[src/rtl/preload_sequencer_pkg.sv]
// Shared solver types and sizing for the preload path.
// PTR_ENTRIES is derived: one slot per signed literal plus the null literal.
package preload_sequencer_pkg;

    localparam int NUM_ENGINE    = 4;
    localparam int LIT_IDX_MAX   = 8;
    localparam int PTR_ENTRIES   = 2*LIT_IDX_MAX+1;
    localparam int CLAUSE_ADDR_W = 10;

    typedef struct packed {
        logic [7:0] lit_a;
        logic [7:0] lit_b;
        logic [7:0] lit_c;
    } node_t;

    typedef struct packed {
        logic       vld;
        logic [9:0] head;
    } dummy_entry_t;

    typedef enum logic [2:0] {
        IDLE,
        CLS,
        PTR,
        CHG,
        FIN
    } seq_state_t;

endpackage

[src/rtl/preload_sequencer_rd_port.sv]
// Single-outstanding read tracker: issues count reads, registers each response for one cycle.
// The address keeps running across bursts so consecutive engines read contiguous regions.
module preload_rd_port
    import preload_sequencer_pkg::*;
#(
    parameter type T      = logic,
    parameter int  ADDR_W = 4,
    parameter int  CNT_W  = 4
) (
    input  logic              clock,
    input  logic              reset,
    input  logic              clear,
    input  logic              start,
    input  logic [CNT_W-1:0]  count,
    output logic              rd_req,
    output logic [ADDR_W-1:0] rd_addr,
    input  logic              rd_valid,
    input  T                  rd_data,
    output T                  data_out,
    output logic              data_vld,
    output logic              complete
);

    logic              run_q, run_d;
    logic              outs_q, outs_d;
    logic              vld_q, vld_d;
    logic              cmp_q, cmp_d;
    logic [CNT_W-1:0]  cnt_q, cnt_d;
    logic [CNT_W-1:0]  iss_q, iss_d;
    logic [CNT_W-1:0]  rsp_q, rsp_d;
    logic [ADDR_W-1:0] addr_q, addr_d;
    T                  data_q, data_d;
    logic              accept, issue, last;

    always_comb begin
        accept = outs_q & rd_valid;
        // A response frees the slot in the same cycle, so the next request may go out alongside it.
        issue  = run_q & (iss_q != cnt_q) & (~outs_q | rd_valid);
        last   = accept & ((rsp_q + CNT_W'(1)) == cnt_q);

        run_d  = run_q;
        outs_d = outs_q;
        cnt_d  = cnt_q;
        iss_d  = iss_q;
        rsp_d  = rsp_q;
        addr_d = addr_q;
        data_d = data_q;
        vld_d  = accept;
        cmp_d  = last;

        if (accept) begin
            outs_d = 1'b0;
            rsp_d  = rsp_q + CNT_W'(1);
            data_d = rd_data;
        end
        if (issue) begin
            outs_d = 1'b1;
            iss_d  = iss_q + CNT_W'(1);
            addr_d = addr_q + ADDR_W'(1);
        end
        if (last) begin
            run_d = 1'b0;
        end
        if (start) begin
            run_d = 1'b1;
            cnt_d = count;
            iss_d = '0;
            rsp_d = '0;
        end
        if (clear) begin
            addr_d = '0;
        end
    end

    always_ff @(posedge clock) begin
        if (reset) begin
            run_q  <= 1'b0;
            outs_q <= 1'b0;
            vld_q  <= 1'b0;
            cmp_q  <= 1'b0;
            cnt_q  <= '0;
            iss_q  <= '0;
            rsp_q  <= '0;
            addr_q <= '0;
            data_q <= '0;
        end else begin
            run_q  <= run_d;
            outs_q <= outs_d;
            vld_q  <= vld_d;
            cmp_q  <= cmp_d;
            cnt_q  <= cnt_d;
            iss_q  <= iss_d;
            rsp_q  <= rsp_d;
            addr_q <= addr_d;
            data_q <= data_d;
        end
    end

    assign rd_req   = issue;
    assign rd_addr  = addr_q;
    assign data_out = data_q;
    assign data_vld = vld_q;
    assign complete = cmp_q;

endmodule

[src/rtl/preload_sequencer.sv]
// Streams each engine's clauses, then its pointer table, then an engine-advance pulse, into the latency buffer.
// Loads appear one cycle after each memory response; no downstream backpressure.
module preload_sequencer #(
    parameter int  NUM_ENGINE    = preload_sequencer_pkg::NUM_ENGINE,
    parameter int  LIT_IDX_MAX   = preload_sequencer_pkg::LIT_IDX_MAX,
    parameter int  CLAUSE_ADDR_W = preload_sequencer_pkg::CLAUSE_ADDR_W,
    localparam int PTR_ENTRIES   = 2*LIT_IDX_MAX+1,
    localparam int PTR_ADDR_W    = $clog2(NUM_ENGINE*PTR_ENTRIES),
    localparam int ENG_W         = $clog2(NUM_ENGINE),
    localparam int CNT_W         = CLAUSE_ADDR_W+1
) (
    input  logic                                clock,
    input  logic                                reset,
    input  logic                                start,
    input  logic [NUM_ENGINE*CNT_W-1:0]         clause_cnt_in,
    output logic                                clause_rd_req,
    output logic [CLAUSE_ADDR_W-1:0]            clause_rd_addr,
    input  logic                                clause_rd_valid,
    input  preload_sequencer_pkg::node_t        clause_rd_data,
    output logic                                ptr_rd_req,
    output logic [PTR_ADDR_W-1:0]               ptr_rd_addr,
    input  logic                                ptr_rd_valid,
    input  preload_sequencer_pkg::dummy_entry_t ptr_rd_data,
    output preload_sequencer_pkg::node_t        clause_out,
    output logic                                load_clause_out,
    output preload_sequencer_pkg::dummy_entry_t ptr_out,
    output logic                                load_ptr_out,
    output logic                                load_change_engine_out,
    output logic [ENG_W-1:0]                    engine_idx,
    output logic                                busy,
    output logic                                done
);
    import preload_sequencer_pkg::*;

    localparam int PTR_CNT_W = $clog2(PTR_ENTRIES+1);

    seq_state_t                  state_q, state_d;
    logic [ENG_W-1:0]            eng_q, eng_d;
    logic [NUM_ENGINE*CNT_W-1:0] cnt_q, cnt_d;
    logic                        busy_q, busy_d;
    logic                        done_q, done_d;
    logic                        chg_q, chg_d;
    logic                        cls_start, ptr_start, seq_clear;
    logic                        cls_cmp, ptr_cmp;
    logic [CNT_W-1:0]            cls_cnt, cur_cnt, first_cnt;

    always_comb begin
        cur_cnt   = cnt_q[eng_q*CNT_W +: CNT_W];
        first_cnt = clause_cnt_in[CNT_W-1:0];

        state_d   = state_q;
        eng_d     = eng_q;
        cnt_d     = cnt_q;
        busy_d    = busy_q;
        done_d    = 1'b0;
        chg_d     = 1'b0;
        cls_start = 1'b0;
        ptr_start = 1'b0;
        seq_clear = 1'b0;
        cls_cnt   = cur_cnt;

        case (state_q)
            IDLE: begin
                if (start) begin
                    cnt_d     = clause_cnt_in;
                    eng_d     = '0;
                    busy_d    = 1'b1;
                    seq_clear = 1'b1;
                    cls_cnt   = first_cnt;
                    if (first_cnt == '0) begin
                        state_d   = PTR;
                        ptr_start = 1'b1;
                    end else begin
                        state_d   = CLS;
                        cls_start = 1'b1;
                    end
                end
            end
            CLS: begin
                if (cls_cmp) begin
                    state_d   = PTR;
                    ptr_start = 1'b1;
                end
            end
            PTR: begin
                if (ptr_cmp) begin
                    if (eng_q == ENG_W'(NUM_ENGINE-1)) begin
                        state_d = FIN;
                        done_d  = 1'b1;
                    end else begin
                        state_d = CHG;
                        chg_d   = 1'b1;
                        eng_d   = eng_q + ENG_W'(1);
                    end
                end
            end
            CHG: begin
                // eng_q already points at the new engine here.
                if (cur_cnt == '0) begin
                    state_d   = PTR;
                    ptr_start = 1'b1;
                end else begin
                    state_d   = CLS;
                    cls_start = 1'b1;
                end
            end
            FIN: begin
                state_d = IDLE;
                busy_d  = 1'b0;
            end
            default: state_d = IDLE;
        endcase
    end

    always_ff @(posedge clock) begin
        if (reset) begin
            state_q <= IDLE;
            eng_q   <= '0;
            cnt_q   <= '0;
            busy_q  <= 1'b0;
            done_q  <= 1'b0;
            chg_q   <= 1'b0;
        end else begin
            state_q <= state_d;
            eng_q   <= eng_d;
            cnt_q   <= cnt_d;
            busy_q  <= busy_d;
            done_q  <= done_d;
            chg_q   <= chg_d;
        end
    end

    preload_rd_port #(
        .T      (node_t),
        .ADDR_W (CLAUSE_ADDR_W),
        .CNT_W  (CNT_W)
    ) u_cls_port (
        .clock    (clock),
        .reset    (reset),
        .clear    (seq_clear),
        .start    (cls_start),
        .count    (cls_cnt),
        .rd_req   (clause_rd_req),
        .rd_addr  (clause_rd_addr),
        .rd_valid (clause_rd_valid),
        .rd_data  (clause_rd_data),
        .data_out (clause_out),
        .data_vld (load_clause_out),
        .complete (cls_cmp)
    );

    preload_rd_port #(
        .T      (dummy_entry_t),
        .ADDR_W (PTR_ADDR_W),
        .CNT_W  (PTR_CNT_W)
    ) u_ptr_port (
        .clock    (clock),
        .reset    (reset),
        .clear    (seq_clear),
        .start    (ptr_start),
        .count    (PTR_CNT_W'(PTR_ENTRIES)),
        .rd_req   (ptr_rd_req),
        .rd_addr  (ptr_rd_addr),
        .rd_valid (ptr_rd_valid),
        .rd_data  (ptr_rd_data),
        .data_out (ptr_out),
        .data_vld (load_ptr_out),
        .complete (ptr_cmp)
    );

    assign load_change_engine_out = chg_q;
    assign engine_idx             = eng_q;
    assign busy                   = busy_q;
    assign done                   = done_q;

endmodule

[config.mk]
export PLATFORM = sky130hd
export DESIGN_NAME = preload_sequencer
export DESIGN_NICKNAME = d
export VERILOG_FILES = /design/src/rtl/preload_sequencer_pkg.sv /design/src/rtl/preload_sequencer_rd_port.sv /design/src/rtl/preload_sequencer.sv
export SDC_FILE = /design/constraint.sdc
export NUM_CORES = 1
export LEC_CHECK = 0
export CAP_MARGIN = 20
export CELL_PAD_IN_SITES_DETAIL_PLACEMENT = 2
export CELL_PAD_IN_SITES_GLOBAL_PLACEMENT = 2
export CORE_UTILIZATION = 30
export DETAILED_ROUTE_END_ITERATION = 10
export GPL_TIMING_DRIVEN = 0
export HOLD_SLACK_MARGIN = 0.15
export PLACE_DENSITY = 0.89
export REMOVE_ABC_BUFFERS = 1
export SLEW_MARGIN = 5
export SYNTH_ARGS = -nofsm -noshare
export SYNTH_HDL_FRONTEND = slang
export SYNTH_HIERARCHICAL = 1
export SYNTH_SLANG_ARGS = --single-unit
[constraint.sdc]
create_clock -name clock -period 3.4 [get_ports clock]
set_clock_uncertainty 0.05 [all_clocks]
set_input_delay 0.51 -clock clock [delete_from_list [all_inputs] [get_ports clock]]
set_output_delay 0.51 -clock clock [all_outputs]
set_load 0.02 [all_outputs]
==> run metrics, run 1 <==
CTS H-Tree Depth 4; nature of the critical path endpoint register; Synth async-reset ratio 0; Synthesis Warnings 6; count of maximum capacitance violations 0; Cell variety after synth 64; ratio of total power to cell area 462 nW/µm²; slew of the pin with the lowest slew margin 0.972 ns; part of the cycle the worst path needs 0.963; slew margin rel. 0.348; via count of the first global-routing pass 7425; worst-case setup margin in the final layout 0.125 ns; CP max stage delay 0.65 ns; average cell area after synthesis 8.41 µm²; share of the synthesized area in the top cell type 0.441; number of nets with antenna violations after detailed routing 0; clock buffers created by TritonCTS 17; TritonCTS clock tree done; data required time of the worst path 3.69 ns; Root Buffer Master sky130_fd_sc_hd__clkbuf_16; upper clock frequency limit 305 MHz; number of top-level pins 145; fraction of layout instances using a drive strength above 1 0.0721; Total Routing Usage GR 0.207; number of cells produced by synthesis 863; FP Rows 56; class of the most critical setup path reg -> reg; library cell with the largest summed area after synthesis sky130_fd_sc_hd__dfxtp_1; vias after detailed routing 6807; Period minus WS final 3.28 ns; post-synthesis sequential element count 160; Setup WS pre-CTS -1.02 ns; weighted congestion at the end of routability-driven global placement 0.776; signal arrival time at the worst endpoint 3.57 ns; number of nets in the layout 1078; number of enable flip-flop cells after synthesis 0; initial antenna violation count 0; count of port buffers added during placement 144; count of clock tree sinks 160; global-route wire length before repair 39800 µm; mean routed wirelength per cell 19.1 µm; count of endpoints failing hold in the final timing report 0; clock slew at the register clock pins of the worst setup and hold paths 0.07 ns; Vias/cell 5.16; Area contributors post-synth sky130_fd_sc_hd__dfxtp_1 44%, sky130_fd_sc_hd__nand2_1 11%, sky130_fd_sc_hd__a21oi_1 7.3%, sky130_fd_sc_hd__xnor2_1 4.3%, sky130_fd_sc_hd__mux4_1 3.3%; die width 158 µm; maximum clock path buffer count 2; class of the worst hold path reg -> reg; Remaining DRCs 0; P&R area growth vs syn 32.8%; Cell Count Post-Placement 1281; static leakage power 3.36 nW; number of DRC markers in iteration 0 224; final setup violating endpoints 0; final WL 25100 µm; area of the die 24800 µm²; Most used DFF post-synth sky130_fd_sc_hd__dfxtp_1; sequential fraction of the synthesis area 0.441; largest net degree at the start of global routing 64; worst supply voltage drop on vdd 292 µV; Slew Viols, Final 0; CP startpoint kind register; largest fanout on the critical path 20; slowest library cell on the worst path sky130_fd_sc_hd__mux4_1; sum of negative setup slack 0 ns; smallest hold slack 0.402 ns; result of the run completed; drt first pass iters 6; ordered list of cells on the worst path mux4_1 -> or4_1 -> o31ai_2 -> nand2_2 -> or2_4 -> or4_1 -> o21ai_0; core area 23600 µm²; HPWL after DPL 16500 µm; final std cells w/o fill 1318; total congestion overflow after global routing 0; Chip Height 158 µm; Starting Density 0.308; RSZ-0062 raised after global routing false; summed instance area of the synthesized netlist 7260 µm²; number of antenna repair diodes 0; clock network latency to the later pin of the worst-skew pair 0.43 ns; cell seen most often among critical-path stages sky130_fd_sc_hd__or4_1
## power by group
| part | leakage [nW] | switching, mW | total (mW) | internal (mW) |
|---|---|---|---|---|
| Sequential | 1.30 | 0.0561 | 1.99 | 1.93 |
| Combinational | 1.79 | 0.287 | 0.526 | 0.239 |
| Clock | 0.272 | 0.822 | 1.94 | 1.12 |
| Total | 3.36 | 1.17 | 4.46 | 3.30 |
## layer usage
layer  track usage  share of wire
met1         0.230           0.41
met3        0.0375          0.028
met5             0              0
met4        0.0841          0.028
met2         0.387           0.53
## repair_timing
item,4_1_cts,5_1_grt
resized for setup,5,2
setup buffers,1,3
pin swaps,2,1
setup endpoints to repair,51,2
cloned,1,0
hold buffers,0,0
hold endpoints to repair,0,0
## final cells by class
type,instances,area (µm²)
inverters,10,37.5
flip-flops and latches,160,3210
clock inverters,11,129
multi-input cells,646,3830
fillers,2625,14000
repair buffers,152,1580
clock buffers,20,457
well taps,319,399
## metrics by stage
step	instance area [µm²]	power, mW	util
6_report	9650	4.46	0.409
5_1_grt	9650	4.64	0.409
4_1_cts	9580	4.50	0.406
3_5_place_dp	8970	2.52	0.380
3_3_place_gp	8890	2.48	0.377
2_1_floorplan	7050	2.26	-
## kinds of logic after synthesis
| group | after synthesis | synth area share |
|---|---|---|
| mux | 33 | 0.0691 |
| simple gates | 379 | 0.239 |
| fa+ha+maj | 7 | 0.0121 |
| xor+xnor | 52 | 0.0637 |
| flops | 160 | 0.441 |
| compound gates | 169 | 0.139 |
| other cells | 2 | 0.00103 |
| buf+inv | 61 | 0.0355 |
## worst max-delay path, delay by kind of cell, from the launching register on
kind	cells	cell delay (ns)
AO/OA/AOI/OAI	2	0.44
flip-flops	1	0.51
multiplexers	1	0.65
AND/OR/NAND/NOR	4	1.52
## sequential cells by signal, indices dropped and copies added (netlist names), 2 cells and up
| signal | cells |
|---|---|
| u_ptr_port/iss_q | 5 |
| u_ptr_port/data_out | 11 |
| cnt_q | 44 |
| u_cls_port/iss_q | 11 |
| u_cls_port/rsp_q | 11 |
| u_cls_port/rd_addr | 10 |
| u_ptr_port/cnt_q | 5 |
| u_cls_port/data_out | 24 |
| u_cls_port/cnt_q | 11 |
| u_ptr_port/rsp_q | 5 |
| state_q | 3 |
| u_ptr_port/rd_addr | 7 |
| engine_idx | 2 |
## placed cells by master, fill, tap and decap left out, drive strengths merged, types with 9 or more instances in the layout
master	count
mux2i	22
clkdlybuf4s50	143
mux4	11
a21oi	108
xor2	16
a211oi	10
nand2	222
o21ai	24
inv	13
clkbuf	20
nor3	9
or4	11
nor2	54
buf	9
nand3	18
nand4	11
o31ai	10
dfxtp	160
xnor2	36
or3	23
## final timing paths
check / startpoint / to / slack, ns / cells after the start
setup / recovery: engine_idx[0]$_SDFFE_PP0P_ / u_cls_port/iss_q[0]$_SDFFE_PP0P_ / 0.12 / 7
hold / removal: cnt_q[30]$_SDFFE_PP0P_ / cnt_q[30]$_SDFFE_PP0P_ / 0.40 / 2
setup reg to reg: engine_idx[0]$_SDFFE_PP0P_ / u_cls_port/iss_q[0]$_SDFFE_PP0P_ / 0.12 / 7
hold reg to reg: cnt_q[30]$_SDFFE_PP0P_ / cnt_q[30]$_SDFFE_PP0P_ / 0.40 / 2
## Yosys cell counts, drive strengths merged (2+ instances only)
| cell type | n |
|---|---|
| a211oi | 10 |
| a21oi | 108 |
| a31oi | 2 |
| and2 | 3 |
| and3 | 4 |
| and4 | 2 |
| buf | 16 |
| clkbuf | 35 |
| conb | 2 |
| dfxtp | 160 |
| ha | 7 |
| inv | 10 |
| mux2i | 22 |
| mux4 | 11 |
| nand2 | 222 |
| nand2b | 3 |
| nand3 | 18 |
| nand4 | 11 |
| nor2 | 54 |
| nor2b | 2 |
| nor3 | 9 |
| nor4 | 3 |
| nor4bb | 2 |
| o211ai | 2 |
| o21a | 2 |
| o21ai | 24 |
| o311ai | 2 |
| o31a | 3 |
| o31ai | 9 |
| or2 | 7 |
| or3 | 23 |
| or4 | 11 |
| xnor2 | 36 |
| xor2 | 16 |
Note: power is estimated with default switching activity, not from simulation.
==> run 2, diff against run 1 <==
--- a/config.mk
+++ b/config.mk
@@ -8,6 +8,7 @@
 export CAP_MARGIN = 20
 export CELL_PAD_IN_SITES_DETAIL_PLACEMENT = 2
 export CELL_PAD_IN_SITES_GLOBAL_PLACEMENT = 2
+export CORE_MARGIN = 1.5
 export CORE_UTILIZATION = 30
 export DETAILED_ROUTE_END_ITERATION = 10
 export GPL_TIMING_DRIVEN = 0
==> run metrics, run 2 (synthesis results as in run 1) <==
largest fanout on the critical path 20 (unchanged); smallest hold slack 0.404 ns (+0.00144 ns); Setup WS pre-CTS -1.10 ns (-0.0811 ns); final std cell area, no fill 9650 µm² (about the same); final WL 24000 µm (-4.3%); Chip Height 159 µm (+0.63%); total placed instance area 8950 µm² (-0.14%); number of top-level pins 145 (unchanged); slew of the pin with the lowest slew margin 0.893 ns (-0.0789 ns); class of the most critical setup path reg -> reg; nature of the critical path endpoint register; count of endpoints failing hold in the final timing report 0 (unchanged); data required time of the worst path 3.71 ns (+0.02 ns); global-route wire length before repair 38100 µm (-4.2%); Root Buffer Master sky130_fd_sc_hd__clkbuf_16; static leakage power 3.38 nW (+0.67%); worst reg-to-reg setup slack 0.17 ns (+0.04 ns); fraction of layout instances using a drive strength above 1 0.0739 (+0.00178); HPWL after DPL 16100 µm (-2.8%); ratio of total power to cell area 465 nW/µm² (+0.50%); leading cell types in the layout, fill and taps excluded 221 x sky130_fd_sc_hd__nand2_1, 158 x sky130_fd_sc_hd__dfxtp_1, 143 x sky130_fd_sc_hd__clkdlybuf4s50_1; core area 23600 µm² (unchanged); TritonCTS clock tree done; final setup violating endpoints 0 (unchanged); Starting Density 0.308 (unchanged); number of DRC markers in iteration 0 230 (+2.7%); initial antenna violation count 0 (unchanged); worst-case setup margin in the final layout 0.167 ns (+0.0425 ns); count of clock tree sinks 160 (unchanged); number of antenna repair diodes 0 (unchanged); reg-to-reg critical path endpoint u_cls_port/iss_q[0]$_SDFFE_PP0P_; weighted congestion at the end of routability-driven global placement 0.753 (-2.9%); maximum clock path buffer count 2 (unchanged); count of port buffers added during placement 144 (unchanged); Cell Count Post-Placement 1281 (unchanged); utilization after layout 0.409 (about the same); final std cells w/o fill 1321 (+0.23%); register ranked first by flip-flop count cnt_q; count of maximum capacitance violations 0 (unchanged); clock network latency to the later pin of the worst-skew pair 0.43 ns (about the same); clock slew at the register clock pins of the worst setup and hold paths 0.07 ns (about the same); vias after detailed routing 6713 (-1.4%); slew margin rel. 0.401 (+0.0529); overall power after layout 4.48 mW (+0.54%); most common cell after layout, fill and taps aside sky130_fd_sc_hd__nand2_1; part of the cycle the worst path needs 0.951 (-0.0125); Period minus WS final 3.23 ns (-0.0425 ns); result of the run completed; drt first pass iters 4 (-2); beginning of the critical path engine_idx[0]$_SDFFE_PP0P_; clock buffers created by TritonCTS 17 (unchanged); R2R cell count 7 (unchanged); via count of the first global-routing pass 7231 (-2.6%); mean routed wirelength per cell 18.2 µm (-4.5%); class of the worst hold path reg -> reg; Slew Viols, Final 0 (unchanged); P&R area growth vs syn 32.9% (about the same); FP Rows 56 (unchanged); Vias/cell 5.08 (-1.6%); area of the die 25100 µm² (+1.3%); worst supply voltage drop on vdd 271 µV (-6.9%); destination of the critical timing path u_cls_port/iss_q[0]$_SDFFE_PP0P_; RSZ-0062 raised after global routing false; upper clock frequency limit 309 MHz (+1.3%); RR Startpoint engine_idx[0]$_SDFFE_PP0P_; CTS H-Tree Depth 4 (unchanged); total congestion overflow after global routing 0 (unchanged); Remaining DRCs 0 (unchanged); sum of negative setup slack 0 ns (unchanged); number of flip-flops under the largest register name 44 (unchanged); number of nets in the layout 1081 (+0.28%); Total Routing Usage GR 0.195 (-0.0121); CP startpoint kind register; die width 159 µm (+0.63%); signal arrival time at the worst endpoint 3.54 ns (-0.03 ns); number of nets with antenna violations after detailed routing 0 (unchanged); largest net degree at the start of global routing 79 (+23%)
[run 2: report_power, final]
part,internal [mW],switching (mW)
clock,1.18,0.814
sequential,1.93,0.0535
combinational,0.229,0.278
total,3.34,1.14
[run 2: what timing repair did]
item	CTS	global route
gates resized for setup	6	0
endpoints found under the setup margin	51	2
setup buffers	1	6
pin swaps	2	1
gates cloned	1	0
hold buffers	0	0
[run 2: metal layers]
metal | wire length (µm) | up-vias | track usage | share of wire
met5 | 0 | - | 0 | 0
met4 | 691 | 0 | 0.0850 | 0.029
met3 | 717 | 44 | 0.0299 | 0.030
met2 | 12500 | 123 | 0.355 | 0.52
met1 | 10200 | 3343 | 0.226 | 0.42
li1 | - | 3203 | - | -
[run 2: how the worst min path moves through the flow]
stage                                     endpoint  slack [ns]  cells after the start                                start
3_3_place_gp                cnt_q[22]$_SDFFE_PP0P_        0.39                      2               cnt_q[22]$_SDFFE_PP0P_
6_report       u_cls_port/data_out[5]$_SDFFE_PP0P_        0.40                      2  u_cls_port/data_out[5]$_SDFFE_PP0P_
2_1_floorplan               cnt_q[11]$_SDFFE_PP0P_        0.38                      2               cnt_q[11]$_SDFFE_PP0P_
4_1_cts                     cnt_q[21]$_SDFFE_PP0P_        0.41                      2               cnt_q[21]$_SDFFE_PP0P_
3_5_place_dp                cnt_q[21]$_SDFFE_PP0P_        0.40                      2               cnt_q[21]$_SDFFE_PP0P_
5_1_grt        u_cls_port/data_out[6]$_SDFFE_PP0P_        0.43                      2  u_cls_port/data_out[6]$_SDFFE_PP0P_
[run 2: worst max-delay path, cell delays in order, from the launching register on]
cell and delay [ns]:
sky130_fd_sc_hd__dfxtp_4 0.47, sky130_fd_sc_hd__mux4_1 0.66, sky130_fd_sc_hd__or4_1 0.61, sky130_fd_sc_hd__o31ai_2 0.32, sky130_fd_sc_hd__nand2_2 0.10, sky130_fd_sc_hd__or2_4 0.37, sky130_fd_sc_hd__or4_1 0.47, sky130_fd_sc_hd__o21ai_0 0.10
[run 2: layout make-up]
type                       instances  area [µm²]
fill                            2634       14000
timing repair buffer             155        1570
tap                              319         399
clock inverter                    12         158
multi-input combinational        646        3840
inverter                          10        37.5
clock buffer                      19         443
sequential                       160        3210
==> variant 1: new RTL, config.mk and constraints of run 1 <==
Re-encode `seq_state_t` (5 states) as one-hot, 5 bits wide.
--- a/src/rtl/preload_sequencer_pkg.sv
+++ b/src/rtl/preload_sequencer_pkg.sv
@@ -19,10 +19,10 @@
     } dummy_entry_t;
 
-    typedef enum logic [2:0] {
-        IDLE,
-        CLS,
-        PTR,
-        CHG,
-        FIN
+    typedef enum logic [4:0] {
+        IDLE = 5'b00001,
+        CLS  = 5'b00010,
+        PTR  = 5'b00100,
+        CHG  = 5'b01000,
+        FIN  = 5'b10000
     } seq_state_t;
 
Formal check against the unedited RTL: same outputs for any inputs over 10 cycles, from zero or initial values and one cycle with reset high; not proved beyond that.
==> variant 1 against run 1 <==
- cell area grew 1.2%
- die area grew 0.61%
- maximum frequency grew 0.49%
- worst setup slack gained 0.016 ns
- routed wire length grew 0.92%
- power shrank 1.4%
- clock power shrank 4%
- synthesized area grew 0.62%
- via count grew 0.48%
- sequential cell count grew 2
- first-iteration DRC count grew 14%
- largest power group unchanged
==> variant 1: results <==
set metrics [dict create \
    status "completed" \
    multi_input_area_share_pct 39.4 \
    comb.multi_input.count 644 \
    gp_congestion 0.775 \
    non_clock_inverter_count 11 \
    drive_gt1_share_pct 8.42 \
    dr.pass1.iters 5 \
    wl_per_cell_um 19.1 \
    synth_common_cells "218 x nand2_1, 162 x dfxtp_1, 106 x a21oi_1" \
    synth_mux_area_share_pct 6.64 \
    grt_max_degree 69 \
    synth.distinct_cells 65 \
    fin_nets 1087 \
    synth_compound_area_share_pct 13.8 \
    clockRootBuffer "clkbuf_16" \
    p_switching_mw 1.24 \
    worst_path_largest_cell_delay_ns 0.62 \
    whs_ns 0.408 \
    fill_cells 2673 \
    grt_pass1_wl_um 38000 \
    clkCellAreaFrac_pct 5.80 \
    crit_required_ns 3.70 \
    track_usage_pct 19.7 \
    synth_seq_cells 162 \
    finalPower_mw 4.40 \
    cp.arrival_ns 3.56 \
    vias 6840 \
    drtIter0Drc 255 \
    pwr.group.clock_mw 1.87 \
    ys_seq_area_share_pct 44.4 \
    bufAreaShareNonClock_pct 16.9 \
    r2r-start "engine_idx[1]" \
    ir_drop_v 0.000224 \
    r2r_slack_ns 0.14 \
    non_clock_buffer_count 160 \
    yosys_warnings 6 \
    slew_headroom_pct 40.0 \
    synth_adder_area_share_pct 1.20 \
    total_leakage_power_nw 3.40 \
    dp_hpwl_um 16800 \
    hold-path-endpoint "u_cls_port/data_out[23]" \
    grt_pass1_vias 7393 \
    synth_xor_area_share_pct 6.34 \
]
[variant 1: changes by cell type after synthesis, sizes merged, moves of 2 or more]
cell	before	now
nand3	18	20
dfxtp	160	162
o211ai	2	5
nor4bb	2	0
a211oi	10	8
nand4b	0	2
buf	16	18
nand2	222	218
clkbuf	35	32
mux2i	22	20
nor2	54	51
nor3	9	12
nor3b	1	3
o21ai	24	22
[variant 1: cell families after synthesis]
logic type / Yosys count
AND/OR/NAND/NOR: 379
AO/OA/AOI/OAI: 168
flip-flops: 162
buffers and inverters: 61
XOR/XNOR: 52
multiplexers: 32
adder cells (fa/ha/maj): 7
other: 2
[variant 1: timing repair]
action                                  CTS  global route
buffers inserted                          0            10
pin swaps                                 1             2
gates cloned                              1             0
resized for setup                         8             1
endpoints found under the setup margin   35             3
[variant 1: routing by layer]
metal / track usage [%] / up-vias / routed length (µm)
met5: 0 / - / 0
met4: 8.20 / 0 / 701
met3: 3.18 / 44 / 764
met2: 37.7 / 138 / 13500
met1: 21.2 / 3426 / 10400
li1: - / 3232 / -
[variant 1: through the flow]
step | std cells | area, µm² | setup TNS, ns
final | 1328 | 9760 | 0
after global routing | 1328 | 9760 | 0
after CTS | 1317 | 9630 | 0
after detailed placement | 1284 | 9040 | -28.86
after global placement | 1279 | 8940 | -370.97
after floorplan | 816 | 7100 | -48.50
[variant 1: worst max path at each step]
stage,startpoint,end,slack (ns),depth (start not counted)
floorplan,start,u_cls_port/iss_q[0],-1.15,8
global placement,start,u_cls_port/iss_q[0],-3.65,9
detailed placement,start,u_cls_port/iss_q[0],-1.08,10
CTS,engine_idx[0],u_cls_port/iss_q[0],0.02,7
global route,engine_idx[0],u_cls_port/iss_q[0],0.04,8
finish,engine_idx[1],u_cls_port/iss_q[0],0.14,7
==> variant 2: new RTL, config.mk and constraints of run 1 <==
Made on the original files. The package constant `NUM_ENGINE` goes from 4 to 2.
--- a/src/rtl/preload_sequencer_pkg.sv
+++ b/src/rtl/preload_sequencer_pkg.sv
@@ -3,5 +3,5 @@
 package preload_sequencer_pkg;
 
-    localparam int NUM_ENGINE    = 4;
+    localparam int NUM_ENGINE    = 2;
     localparam int LIT_IDX_MAX   = 8;
     localparam int PTR_ENTRIES   = 2*LIT_IDX_MAX+1;
Ports: changed (resized clause_cnt_in, engine_idx and ptr_rd_addr); port bits go from 145 to 121. No check against the original RTL was run, so the function may have changed too.
==> variant 2 against run 1 <==
- sequential cell count fell by 24
- routed wire length fell by 19%
- power fell by 9.6%
- combinational power fell by 17%
- cell area fell by 15%
- synthesized area fell by 13%
- worst setup slack got worse by 0.022 ns
==> variant 2: results <==
set metrics [dict create \
    drtIter0Drc 133 \
    use_met3_pct 4.19 \
    pre_cts_ws_ns -0.487 \
    wirelength_um 20300 \
    path_max_fanout 14 \
    slew_headroom_pct 28.9 \
    vias 5823 \
    syn_inst 756 \
    largest_reg_flops 24 \
    grt_max_degree 53 \
    cp_slowest_cell "o31ai_4" \
    gp_congestion 0.749 \
    min_from "u_cls_port/data_out[23]" \
    hold-path-endpoint "u_cls_port/data_out[23]" \
    worst_path_largest_cell_delay_ns 0.70 \
    wl_per_cell_um 17.8 \
    dp_cells 1104 \
    port-buffer-count 120 \
    fin_nets 923 \
    drive_gt1_share_pct 7.26 \
    status "completed" \
    wl_met3_um 633 \
    grt_pass1_vias 6498 \
    cp_top_family "compound AO/OA/AOI/OAI gates" \
    ir_drop_v 0.000341 \
    synth_common_cells "155 x nand2_1, 136 x dfxtp_1, 89 x a21oi_1" \
]
variant 2: cell count changes in the layout (fill, tap and decap cells not counted), sizes merged, moves of 6 or more:
cell	change
buf	-6
clkdlybuf4s50	-24
mux2i	+8
mux4	-11
nor2	-9
a21oi	-19
o21ai	+16
a211oi	-6
nand2	-66
or3	+6
dfxtp	-24
variant 2: how the worst max path moves through the flow:
stage | slack [ns] | depth (start not counted) | to
floorplan | 0.27 | 7 | u_cls_port/iss_q[0]
global placement | -1.63 | 4 | u_cls_port/iss_q[0]
detailed placement | -0.49 | 8 | u_cls_port/iss_q[0]
CTS | 0.05 | 7 | u_cls_port/iss_q[0]
global route | 0.02 | 8 | u_cls_port/iss_q[0]
finish | 0.10 | 5 | clause_rd_req
variant 2: timing repair:
action,4_1_cts,5_1_grt
resized for setup,2,1
pin swaps,1,0
setup buffers,0,0
gates cloned,1,0
setup endpoints to repair,12,1
variant 2: cell type report:
type	instances	area [µm²]
fill	2233	12100
sequential	136	2730
tap	270	338
multi-input combinational	570	3310
inverter	8	37.5
timing repair buffer	122	1230
clock buffer	18	429
clock inverter	14	173
variant 2: report_power, final:
group / switching, mW / internal (mW) / leakage [nW]
logic: 0.249 / 0.186 / 1.35
registers: 0.0512 / 1.64 / 1.10
clock network: 0.746 / 1.16 / 0.291
total: 1.05 / 2.99 / 2.74
variant 2: cell families (layout without fill, tap and decap cells):
family                   count (synthesis)  in the layout  share of synthesized area (%)
AO/OA/AOI/OAI                          166            167                           15.7
multiplexers                            30             30                           4.78
adder cells (fa/ha/maj)                  6              6                           1.19
flip-flops                             136            136                           43.3
other                                    2              5                          0.120
XOR/XNOR                                46             46                           6.41
AND/OR/NAND/NOR                        316            316                           24.1
buffers and inverters                   54            162                           4.44
